==> config.mk <==
export PLATFORM = sky130hd
export DESIGN_NAME = if_stage
export DESIGN_NICKNAME = d
export VERILOG_FILES = /design/src/rtl/if_stage.sv
export SDC_FILE = /design/constraint.sdc
export NUM_CORES = 1
export LEC_CHECK = 0
export CAP_MARGIN = 20
export CORE_ASPECT_RATIO = 0.5
export CORE_MARGIN = 2
export CORE_UTILIZATION = 52
export CTS_CLUSTER_DIAMETER = 150
export DETAILED_ROUTE_END_ITERATION = 6
export MAX_ROUTING_LAYER = met4
export PLACE_DENSITY_LB_ADDON = 0.3
export SLEW_MARGIN = 20
export SYNTH_ARGS = -nofsm -noshare
export SYNTH_HDL_FRONTEND = slang
export SYNTH_SLANG_ARGS = --single-unit
==> constraint.sdc <==
create_clock -name clk -period 9.2 [get_ports clk]
set_input_delay 2.76 -clock clk [delete_from_list [all_inputs] [get_ports clk]]
set_output_delay 2.76 -clock clk [all_outputs]
set_load 0.05 [all_outputs]
==> src/rtl/if_stage.sv <==
// if_stage: instruction fetch stage feeding decode through a 2-entry {pc, inst} FIFO
// Ports:
//   clk, rst                  clock, synchronous active-high reset
//   if_rom_req_o/addr_o       ROM fetch request and address (held until rom_ack_i)
//   rom_ack_i/rom_inst_i      ROM acknowledge and instruction word
//   ex_jump_en_i/addr_i       redirect from execute (flushes FIFO, retargets fetch)
//   id_ready_i                decode accepts the head entry
//   if_valid_o/pc_o/inst_o    head entry toward if_id_reg
//   if_misalign_o             misaligned-redirect flag, only with IF_MISALIGN_EXC_EN
// Optional feature macro: IF_MISALIGN_EXC_EN (trap misaligned redirects and halt fetch)
module if_stage #(
    parameter logic [31:0] RESET_PC = 32'h0000_0000
) (
    input  logic        clk,
    input  logic        rst,
    output logic        if_rom_req_o,
    output logic [31:0] if_rom_addr_o,
    input  logic        rom_ack_i,
    input  logic [31:0] rom_inst_i,
    input  logic        ex_jump_en_i,
    input  logic [31:0] ex_jump_addr_i,
    input  logic        id_ready_i,
    output logic        if_valid_o,
    output logic [31:0] if_pc_o,
    output logic [31:0] if_inst_o
`ifdef IF_MISALIGN_EXC_EN
    ,
    output logic        if_misalign_o
`endif
);
    typedef enum logic [1:0] {IDLE, WAIT, DROP} state_e;
    state_e      state_q, state_d;
    logic [31:0] fetch_pc_q, fetch_pc_d;
    logic [31:0] req_addr_q, req_addr_d;
    logic [1:0]  count_q, count_d;
    logic        rd_ptr_q, rd_ptr_d, wr_ptr_q, wr_ptr_d;
    logic [31:0] pc_mem_q [2];
    logic [31:0] inst_mem_q [2];
    logic        push, pop, halted;
    logic [31:0] jump_tgt;
`ifdef IF_MISALIGN_EXC_EN
    logic        misalign_q, misalign_d;
    assign jump_tgt      = ex_jump_addr_i;
    assign halted        = misalign_q;
    assign misalign_d    = ex_jump_en_i ? (ex_jump_addr_i[1:0] != 2'b00) : misalign_q;
    assign if_misalign_o = misalign_q;
`else
    assign jump_tgt = ex_jump_addr_i & ~32'h3;
    assign halted   = 1'b0;
`endif
    assign if_valid_o    = count_q != 2'd0;
    assign if_rom_req_o  = state_q != IDLE;
    // A redirect while a request is outstanding must not disturb the ROM address,
    // so the issued address is held separately from fetch_pc.
    assign if_rom_addr_o = (state_q == IDLE) ? fetch_pc_q : req_addr_q;
    assign if_pc_o       = if_valid_o ? pc_mem_q[rd_ptr_q] : 32'h0;
    assign if_inst_o     = if_valid_o ? inst_mem_q[rd_ptr_q] : 32'h0;
    // A redirect cancels both the incoming word and the consumer handshake.
    assign push = (state_q == WAIT) && rom_ack_i && !ex_jump_en_i;
    assign pop  = if_valid_o && id_ready_i && !ex_jump_en_i;
    always_comb begin
        count_d    = ex_jump_en_i ? 2'd0 : count_q + {1'b0, push} - {1'b0, pop};
        rd_ptr_d   = ex_jump_en_i ? 1'b0 : rd_ptr_q ^ pop;
        wr_ptr_d   = ex_jump_en_i ? 1'b0 : wr_ptr_q ^ push;
        fetch_pc_d = ex_jump_en_i ? jump_tgt : fetch_pc_q + (push ? 32'd4 : 32'd0);
        state_d    = state_q;
        case (state_q)
            IDLE:    state_d = (!ex_jump_en_i && !halted && count_d != 2'd2) ? WAIT : IDLE;
            WAIT:    state_d = ex_jump_en_i ? (rom_ack_i ? IDLE : DROP)
                                            : ((rom_ack_i && count_d == 2'd2) ? IDLE : WAIT);
            DROP:    state_d = rom_ack_i ? IDLE : DROP;
            default: state_d = IDLE;
        endcase
        req_addr_d = (state_d == WAIT) ? fetch_pc_d : req_addr_q;
    end
    always_ff @(posedge clk) begin
        if (rst) begin
            state_q    <= IDLE;
            fetch_pc_q <= RESET_PC;
            req_addr_q <= RESET_PC;
            count_q    <= 2'd0;
            rd_ptr_q   <= 1'b0;
            wr_ptr_q   <= 1'b0;
`ifdef IF_MISALIGN_EXC_EN
            misalign_q <= 1'b0;
`endif
        end else begin
            state_q    <= state_d;
            fetch_pc_q <= fetch_pc_d;
            req_addr_q <= req_addr_d;
            count_q    <= count_d;
            rd_ptr_q   <= rd_ptr_d;
            wr_ptr_q   <= wr_ptr_d;
`ifdef IF_MISALIGN_EXC_EN
            misalign_q <= misalign_d;
`endif
        end
    end
    always_ff @(posedge clk) begin
        if (push && !rst) begin
            pc_mem_q[wr_ptr_q]   <= fetch_pc_q;
            inst_mem_q[wr_ptr_q] <= rom_inst_i;
        end
    end
endmodule

After elaboration in Yosys (flattened, before gate mapping)
Memory sizes are Yosys's and may differ from the RTL's. A register that Yosys moved wholly into a read port is not among the register bits.
Index checks and enable logic that the tools add are counted.
{"block": "op_classes", "n_bitwise": 2, "n_eq_ne": 5, "n_addsub": 3, "reduce_logical": 13, "mux": 15}
{"operator": "$mux W32", "count": 4}
{"operator": "$add A32 B3 Y32", "count": 1}
{"operator": "$logic_and A1 B1 Y1", "count": 7}
{"operator": "$mux W1", "count": 6}
{"operator": "$mux W2", "count": 3}
{"operator": "$pmux W2 S3", "count": 1}
{"operator": "$eq A2 B1 Y1 const B", "count": 2}
{"operator": "$eq A2 B2 Y1 const B", "count": 2}
{"operator": "$reduce_bool A2 Y1", "count": 2}
{"operator": "$mux W3", "count": 1}
{"operator": "$add A2 B1 Y2", "count": 1}
{"operator": "$logic_not A1 Y1", "count": 2}
{"operator": "$logic_not A2 Y1", "count": 1}
{"operator": "$ne A2 B2 Y1 const B", "count": 1}
{"operator": "$reduce_or A2 Y1", "count": 1}
{"operator": "$sub A2 B1 Y2", "count": 1}
{"operator": "$xor A1 B1 Y1", "count": 2}
{"block": "word_totals", "reg_bits": 70, "ramBits": 128, "word_cells": 46, "mem_count": 2}
{"memory": "inst_mem_q", "depth": 2, "word_bits": 32, "read_ports": 1, "rd_clocked_by_memory_dff": 1, "wr": 1, "line": "38", "text": "logic [31:0] inst_mem_q [2];"}
{"memory": "pc_mem_q", "depth": 2, "word_bits": 32, "read_ports": 1, "rd_clocked_by_memory_dff": 1, "wr": 1, "line": "37", "text": "logic [31:0] pc_mem_q [2];"}

Logic depth before layout (Yosys ltp)
Gate-level depths: netlist of the first run.
{"block": "depth", "depth_word": 12, "ltp_mapped": 14, "mapped_depth_nobuf": 12}

Worst setup path after synthesis of the first run
Ideal clock, no wire load.
{"block": "synth_path", "kind": "input to register", "startpoint": "input port ex_jump_en_i", "endpoint": "memory inst_mem_q[1][0] (enable)", "slack_ns": 0.617, "setup_ns": 0.578, "path_buffers": 1, "t_arrival_ns": 8.005, "required_time_ns": 8.622, "path_stages": 4, "cell_sequence": "clkbuf_1 nor2_1 nand3_1 nor3b_1"}
{"block": "synth_between", "elab_chain_cells": 5}
{"item": "from (decl)", "line": "20", "text": "input logic ex_jump_en_i,"}
{"item": "$logic_not A1 Y1", "line": "59", "text": "assign push = (state_q == WAIT) && rom_ack_i && !ex_jump_en_i;"}
{"item": "$logic_and A1 B1 Y1", "line": "59"}
{"item": "$logic_and A1 B1 Y1", "line": "100", "text": "if (push && !rst) begin"}
{"item": "$mux W1", "line": "100"}
{"item": "$mux W1 (not written as such)", "line": "102", "text": "inst_mem_q[wr_ptr_q] <= rom_inst_i;"}
{"item": "to (decl)", "line": "38"}
No other way between the ends.

Worst setup path in the final report of the first run
{"block": "layout_path", "startpoint": "input port ex_jump_en_i", "endpoint": "register req_addr_q[18]"}
{"block": "layout_between", "elab_chain_cells": 11, "word_cells_on_any_way": 18, "classes_between": "add/sub: 3; eq/ne: 3; mux: 7; reduce/logical: 5"}
{"item": "$logic_not A1 Y1", "line": "59, 60, 68"}
{"item": "$logic_and A1 B1 Y1", "line": "59"}
{"item": "$add A2 B1 Y2", "line": "62", "text": "count_d = ex_jump_en_i ? 2'd0 : count_q + {1'b0, push} - {1'b0, pop};"}
{"item": "$sub A2 B1 Y2", "line": "62"}
{"item": "$mux W2", "line": "62"}
{"item": "$eq A2 B2 Y1", "line": "70", "text": ": ((rom_ack_i && count_d == 2'd2) ? IDLE : WAIT);"}
{"item": "$logic_and A1 B1 Y1", "line": "70"}
{"item": "$mux W1", "line": "70"}
{"item": "$mux W2", "line": "69", "text": "WAIT: state_d = ex_jump_en_i ? (rom_ack_i ? IDLE : DROP)"}
{"item": "$pmux W2 S3", "line": "67", "text": "case (state_q)"}
{"item": "$eq A2 B1 Y1", "line": "74", "text": "req_addr_d = (state_d == WAIT) ? fetch_pc_d : req_addr_q;"}
{"item": "to (signal assigned)", "line": "90", "text": "req_addr_q <= req_addr_d;"}
{"item": "to (decl)", "line": "34", "text": "logic [31:0] req_addr_q, req_addr_d;"}
Several ways; a longest one is shown, not always the timed one.
A chain may end at the register's enable or synchronous reset.

==> flow_metrics.tcl, run 1 <==
set metrics [dict create \
    clock-sinks 198 \
    critPathMaxStageDelay_ps 840 \
    areaGrowthSynthToFinish_pct 28.7 \
    yosysWarningCount 0 \
    cp_max_fo 32 \
    synth_nets 713 \
    synthDistinctLibCells 35 \
    path_class "in -> reg" \
    ys_seq_area_share_pct 63.0 \
    drt_wl_total_um 18000 \
    ctsHoldBuffers 0 \
    finalClockSkew_ps 14.1 \
    min_period_ps 6210 \
    start_kind "input port" \
    cts_htree_levels 4 \
    async_flop_share_pct 0 \
    pin_count 167 \
    cts_resized 0 \
    core_um2 15500 \
    grt_pass1_vias 5559 \
    cp.required_ps 9480 \
    initial_utilization_pct 53.6 \
    fin_nets 867 \
    dieArea_um2 17100 \
    clk_latency_ps 430 \
    n_antenna_cell 0 \
    drt_iter0_markers 306 \
    grtUsageTotal_pct 22.3 \
    relSlewSlack_pct 27.8 \
    via_per_inst 5.42 \
    firstDrtPassIters 4 \
    clock.fmax_ghz 0.161 \
    setup_ws_ps 2990 \
    synth_ff_type "edfxtp_1" \
    synth-edff-count 128 \
    syn_avg_cell_area_um2 13.0 \
    critPathCaptureType "register" \
    final_max_slew_viol_count 0 \
    dpl_worst_slack_ps 2580 \
    max-cap-violations 0 \
    drc 0 \
    setup_tns_ps 0 \
    routedWlPerCell_um 17.8 \
    finish.utilization_pct 68.9 \
    fill_cells 1134 \
    postRouteAntennaNets 0 \
    place_area_um2 10100 \
    grt-ovfl-total 0 \
    io_buffers 164 \
    status "finished clean" \
    grt_first_pass_wirelength_um 28400 \
    finalSetupViolCount 0 \
    placementRows 32 \
    die_x_um 183 \
    drive_above_1_share_pct 13.4 \
    design_area_um2 10700 \
    worstPathArrival_ps 6490 \
    worstMarginPinSlew_ps 1080 \
    cts_tree "done" \
    synth.ff_latch_count 198 \
    crit_chain "clkdlybuf4s50_1 > nor2_1 > nand3_1 > ha_1 > inv_1 > ha_1 > xor2_1 > xnor2_1 > o31a_2 > buf_4 > mux2i_1 > nor2_1" \
    antenna_found_initial 0 \
    cts_buffers 17 \
    cts_max_path_buffers 2 \
    worst_hold_path_type "reg -> reg" \
    vias 5481 \
    ir_drop_mv 0.122 \
    cp_slowest_cell "clkdlybuf4s50_1" \
    synthesis.area_um2 8320 \
    power_density_nw_per_um2 179 \
    timing_hold_violations_final 0 \
    clk_pin_slew_ps 70 \
    syn_inst 640 \
    grt_max_degree 67 \
    dp_hpwl_um 11300 \
    cts-root-buf "clkbuf_16" \
    rsz0062_at_grt "no" \
    leakage_uw 0.00365 \
    cts_setup_buffers 0 \
    timing.final.crit_share_pct 67.5 \
    routabilityCongestion 0.778 \
    die_y_um 93.5 \
]
[cell usage after synthesis (8+ instances only)]
library cell	number	area, um^2
edfxtp_1	128	3840
nor2_1	123	462
mux2i_1	75	751
dfxtp_1	70	1400
mux2_2	31	349
xor2_1	25	219
a211oi_2	23	288
nand2_1	19	71.3
clkbuf_1	18	67.6
a211oi_1	16	120
nand4_1	13	81.3
nand3_1	11	55.1
nor3_1	8	40.0
[area by class of cell]
cell class                      instances  area (um^2)  share of cell area, %
Sequential cell                       198         5250                   49.0
Multi-Input combinational cell        398         2890                   27.0
Timing Repair Buffer                  172         1700                   15.8
Clock buffer                           21          482                   4.50
Tap cell                              204          255                   2.38
Clock inverter                         11          109                   1.02
Inverter                                7         26.3                  0.245
[power by group]
part	internal, uW	leakage, uW	switching, uW	total (uW)
logic	81.9	0.00162	113	195
clock network	409	0.000290	326	735
registers	967	0.00173	22.1	989
[routing by layer]
| metal | vias to the layer above | wire (um) | global-route usage, % |
|---|---|---|---|
| met2 | 145 | 8920 | 37.3 |
| met5 | - | 0 | - |
| met1 | 2682 | 8170 | 28.2 |
| li1 | 2646 | - | - |
| met3 | 8 | 821 | 3.86 |
| met4 | 0 | 92 | 6.73 |
[registers in the layout (all words and copies together) (netlist names)]
register    cells
req_addr_q     32
state_q         2
rd_ptr_q        1
count_q         2
inst_mem_q     64
pc_mem_q       64
wr_ptr_q        1
fetch_pc_q     32
[metrics by stage]
stage                     std cells  power (uW)  hold slack (ps)
after floorplan                 640        1130              426
after global placement          979        1200              442
after detailed placement        979        1200              461
after CTS                      1011        1930              488
after global routing           1011        1980              500
final                          1011        1920              482
[final timing paths]
path                 startpoint        endpoint  slack (ps)  cells after the start
hold reg to reg   req_addr_q[0]   req_addr_q[0]         480                      1
setup / recovery   ex_jump_en_i  req_addr_q[18]        2990                     12
setup reg to reg     count_q[1]  req_addr_q[18]        5420                     14
hold / removal    req_addr_q[0]   req_addr_q[0]         480                      1
[cell usage in the layout (no fill, tap or decap), types with 8 or more instances in the layout]
master and count:
edfxtp_1 128, nand2_1 19, nand4_1 13, buf_4 8
nand3_1 11, nor2_1 121, a211oi_2 23, clkdlybuf4s50_1 163
clkbuf_16 18, mux2_2 31, a211oi_1 16, mux2i_1 75
xor2_1 25, dfxtp_1 69
[logic make-up (layout without fill, tap and decap cells)]
group	Yosys count	count (layout)	share of synthesized area, %
multiplexers	106	106	13.2
XOR/XNOR	32	32	3.37
AO/OA/AOI/OAI	53	53	6.01
flip-flops	198	198	63.0
AND/OR/NAND/NOR	203	203	11.2
buffers and inverters	44	211	2.54
adder cells (fa/ha/maj)	4	4	0.601
[critical path, delay by kind of cell]
family                   cells  cell delay [ps]
buffers and inverters        3             1380
AND/OR/NAND/NOR              3              630
AO/OA/AOI/OAI                1              560
adder cells (fa/ha/maj)      2              540
XOR/XNOR                     2              340
multiplexers                 1              240
(Power assumes the default switching activity.)
==> run 2: changes to the inputs <==
--- a/config.mk
+++ b/config.mk
@@ -8,7 +8,7 @@
 export CAP_MARGIN = 20
 export CORE_ASPECT_RATIO = 0.5
 export CORE_MARGIN = 2
-export CORE_UTILIZATION = 52
+export CORE_UTILIZATION = 47
 export CTS_CLUSTER_DIAMETER = 150
 export DETAILED_ROUTE_END_ITERATION = 6
 export MAX_ROUTING_LAYER = met4
==> constraint.sdc (replaced) <==
create_clock -name clk -period 5.2 [get_ports clk]
set_input_delay 1.56 -clock clk [delete_from_list [all_inputs] [get_ports clk]]
set_output_delay 1.56 -clock clk [all_outputs]
set_load 0.05 [all_outputs]
==> run 2 against run 1 <==
Compared with the run above:
- final area increased by 0.97%
- wire length increased by 2.2%
- clock skew decreased by 5.5 ps
- highest routed layer unchanged
==> flow_metrics.tcl, run 2 (synthesized netlist as in run 1, its figures left out) <==
set metrics [dict create \
    status "finished clean" \
    worst_hold_path_type "reg -> reg" \
    via_per_inst 5.24 \
    setup_ws_ps 798 \
    layout_commonest_cell "clkdlybuf4s50_1" \
    drt_iter0_markers 180 \
    leakage_uw 0.00368 \
    fin_nets 872 \
    cp_max_fo 13 \
    cts_resized 0 \
    dpl_worst_slack_ps 474 \
    antenna_found_initial 0 \
    start_kind "register" \
    dieArea_um2 18900 \
    cts-root-buf "clkbuf_16" \
    grt-ovfl-total 0 \
    worstMarginPinSlew_ps 922 \
    timing.final.crit_share_pct 84.6 \
    cts_tree "done" \
    cp.required_ps 3640 \
    pin_count 167 \
    n_antenna_cell 0 \
    cts_htree_levels 4 \
    finish.utilization_pct 62.3 \
    cts_setup_buffers 0 \
    dp_hpwl_um 12200 \
    ir_drop_mv 0.251 \
    critPathCaptureType "primary output" \
    clk_pin_slew_ps 70 \
    areaGrowthSynthToFinish_pct 29.9 \
    postRouteAntennaNets 0 \
    path_class "reg -> out" \
    max-cap-violations 0 \
    final_max_slew_viol_count 0 \
    setup_tns_ps 0 \
    io_buffers 164 \
    rsz0062_at_grt "no" \
    routedWlPerCell_um 17.6 \
    finalSetupViolCount 0 \
    ctsHoldBuffers 0 \
    initial_utilization_pct 47.9 \
    drc 0 \
    timing_hold_violations_final 0 \
    reg_top3 "inst_mem_q x64, pc_mem_q x64" \
    die_y_um 98.1 \
    relSlewSlack_pct 38.5 \
    grt_pass1_vias 5459 \
    power_density_nw_per_um2 314 \
    clk_latency_ps 430 \
    placementRows 34 \
    drive_above_1_share_pct 13.8 \
    routabilityCongestion 0.782 \
    core_um2 17400 \
    worstPathArrival_ps 2840 \
    cts_buffers 17 \
    grtUsageTotal_pct 20.5 \
    finalClockSkew_ps 8.59 \
    cts_max_path_buffers 2 \
    hold_ws_ps 468 \
    grt_first_pass_wirelength_um 28800 \
    grt_max_degree 46 \
    clock.fmax_ghz 0.227 \
    die_x_um 192 \
    clock-sinks 198 \
    drt_wl_total_um 18400 \
    final_cell_mix "163 x clkdlybuf4s50_1, 128 x edfxtp_1, 121 x nor2_1" \
    firstDrtPassIters 4 \
    min_period_ps 4400 \
    vias 5478 \
]
==> run 2: final timing paths <==
kind	start	end	slack (ps)	cells after the start
setup / recovery	state_q[1]	if_rom_addr_o[23]	800	4
hold / removal	fetch_pc_q[30]	pc_mem_q[0][30]	470	0
setup reg to reg	count_q[1]	req_addr_q[16]	1580	14
hold reg to reg	fetch_pc_q[30]	pc_mem_q[0][30]	470	0
==> run 2: area by class of cell <==
type / instances / area, um^2
clock buffer: 21 / 472
clock inverter: 11 / 115
fill: 1352 / 6540
inverter: 7 / 26.3
multi-input combinational: 398 / 2900
sequential: 198 / 5250
tap: 234 / 293
timing repair buffer: 177 / 1760
==> run 2: report_power, final <==
group / switching [uW] / internal [uW]
clock: 581 / 713
combinational: 204 / 147
sequential: 39.0 / 1710
==> run 2: per-stage QoR <==
stage	std cells	cell area [um^2]	power [uW]
global route	1046	10800	3510
floorplan	640	8330	1990
finish	1046	10800	3390
global placement	1014	10200	2130
CTS	1046	10800	3420
detailed placement	1014	10200	2140
==> run 2: worst max-delay path: stages, from the launching register on <==
cell and delay, ps:
dfxtp_1 340, nor2_2 600, buf_4 380, mux2_2 390
clkdlybuf4s50_1 710
==> run 2: layer usage <==
metal	track usage (%)	share of wire, %	vias to the layer above
met5	-	0	-
met4	5.52	1.0	0
met3	3.27	4.2	14
met2	33.3	48	135
met1	27.0	47	2689
li1	-	-	2640
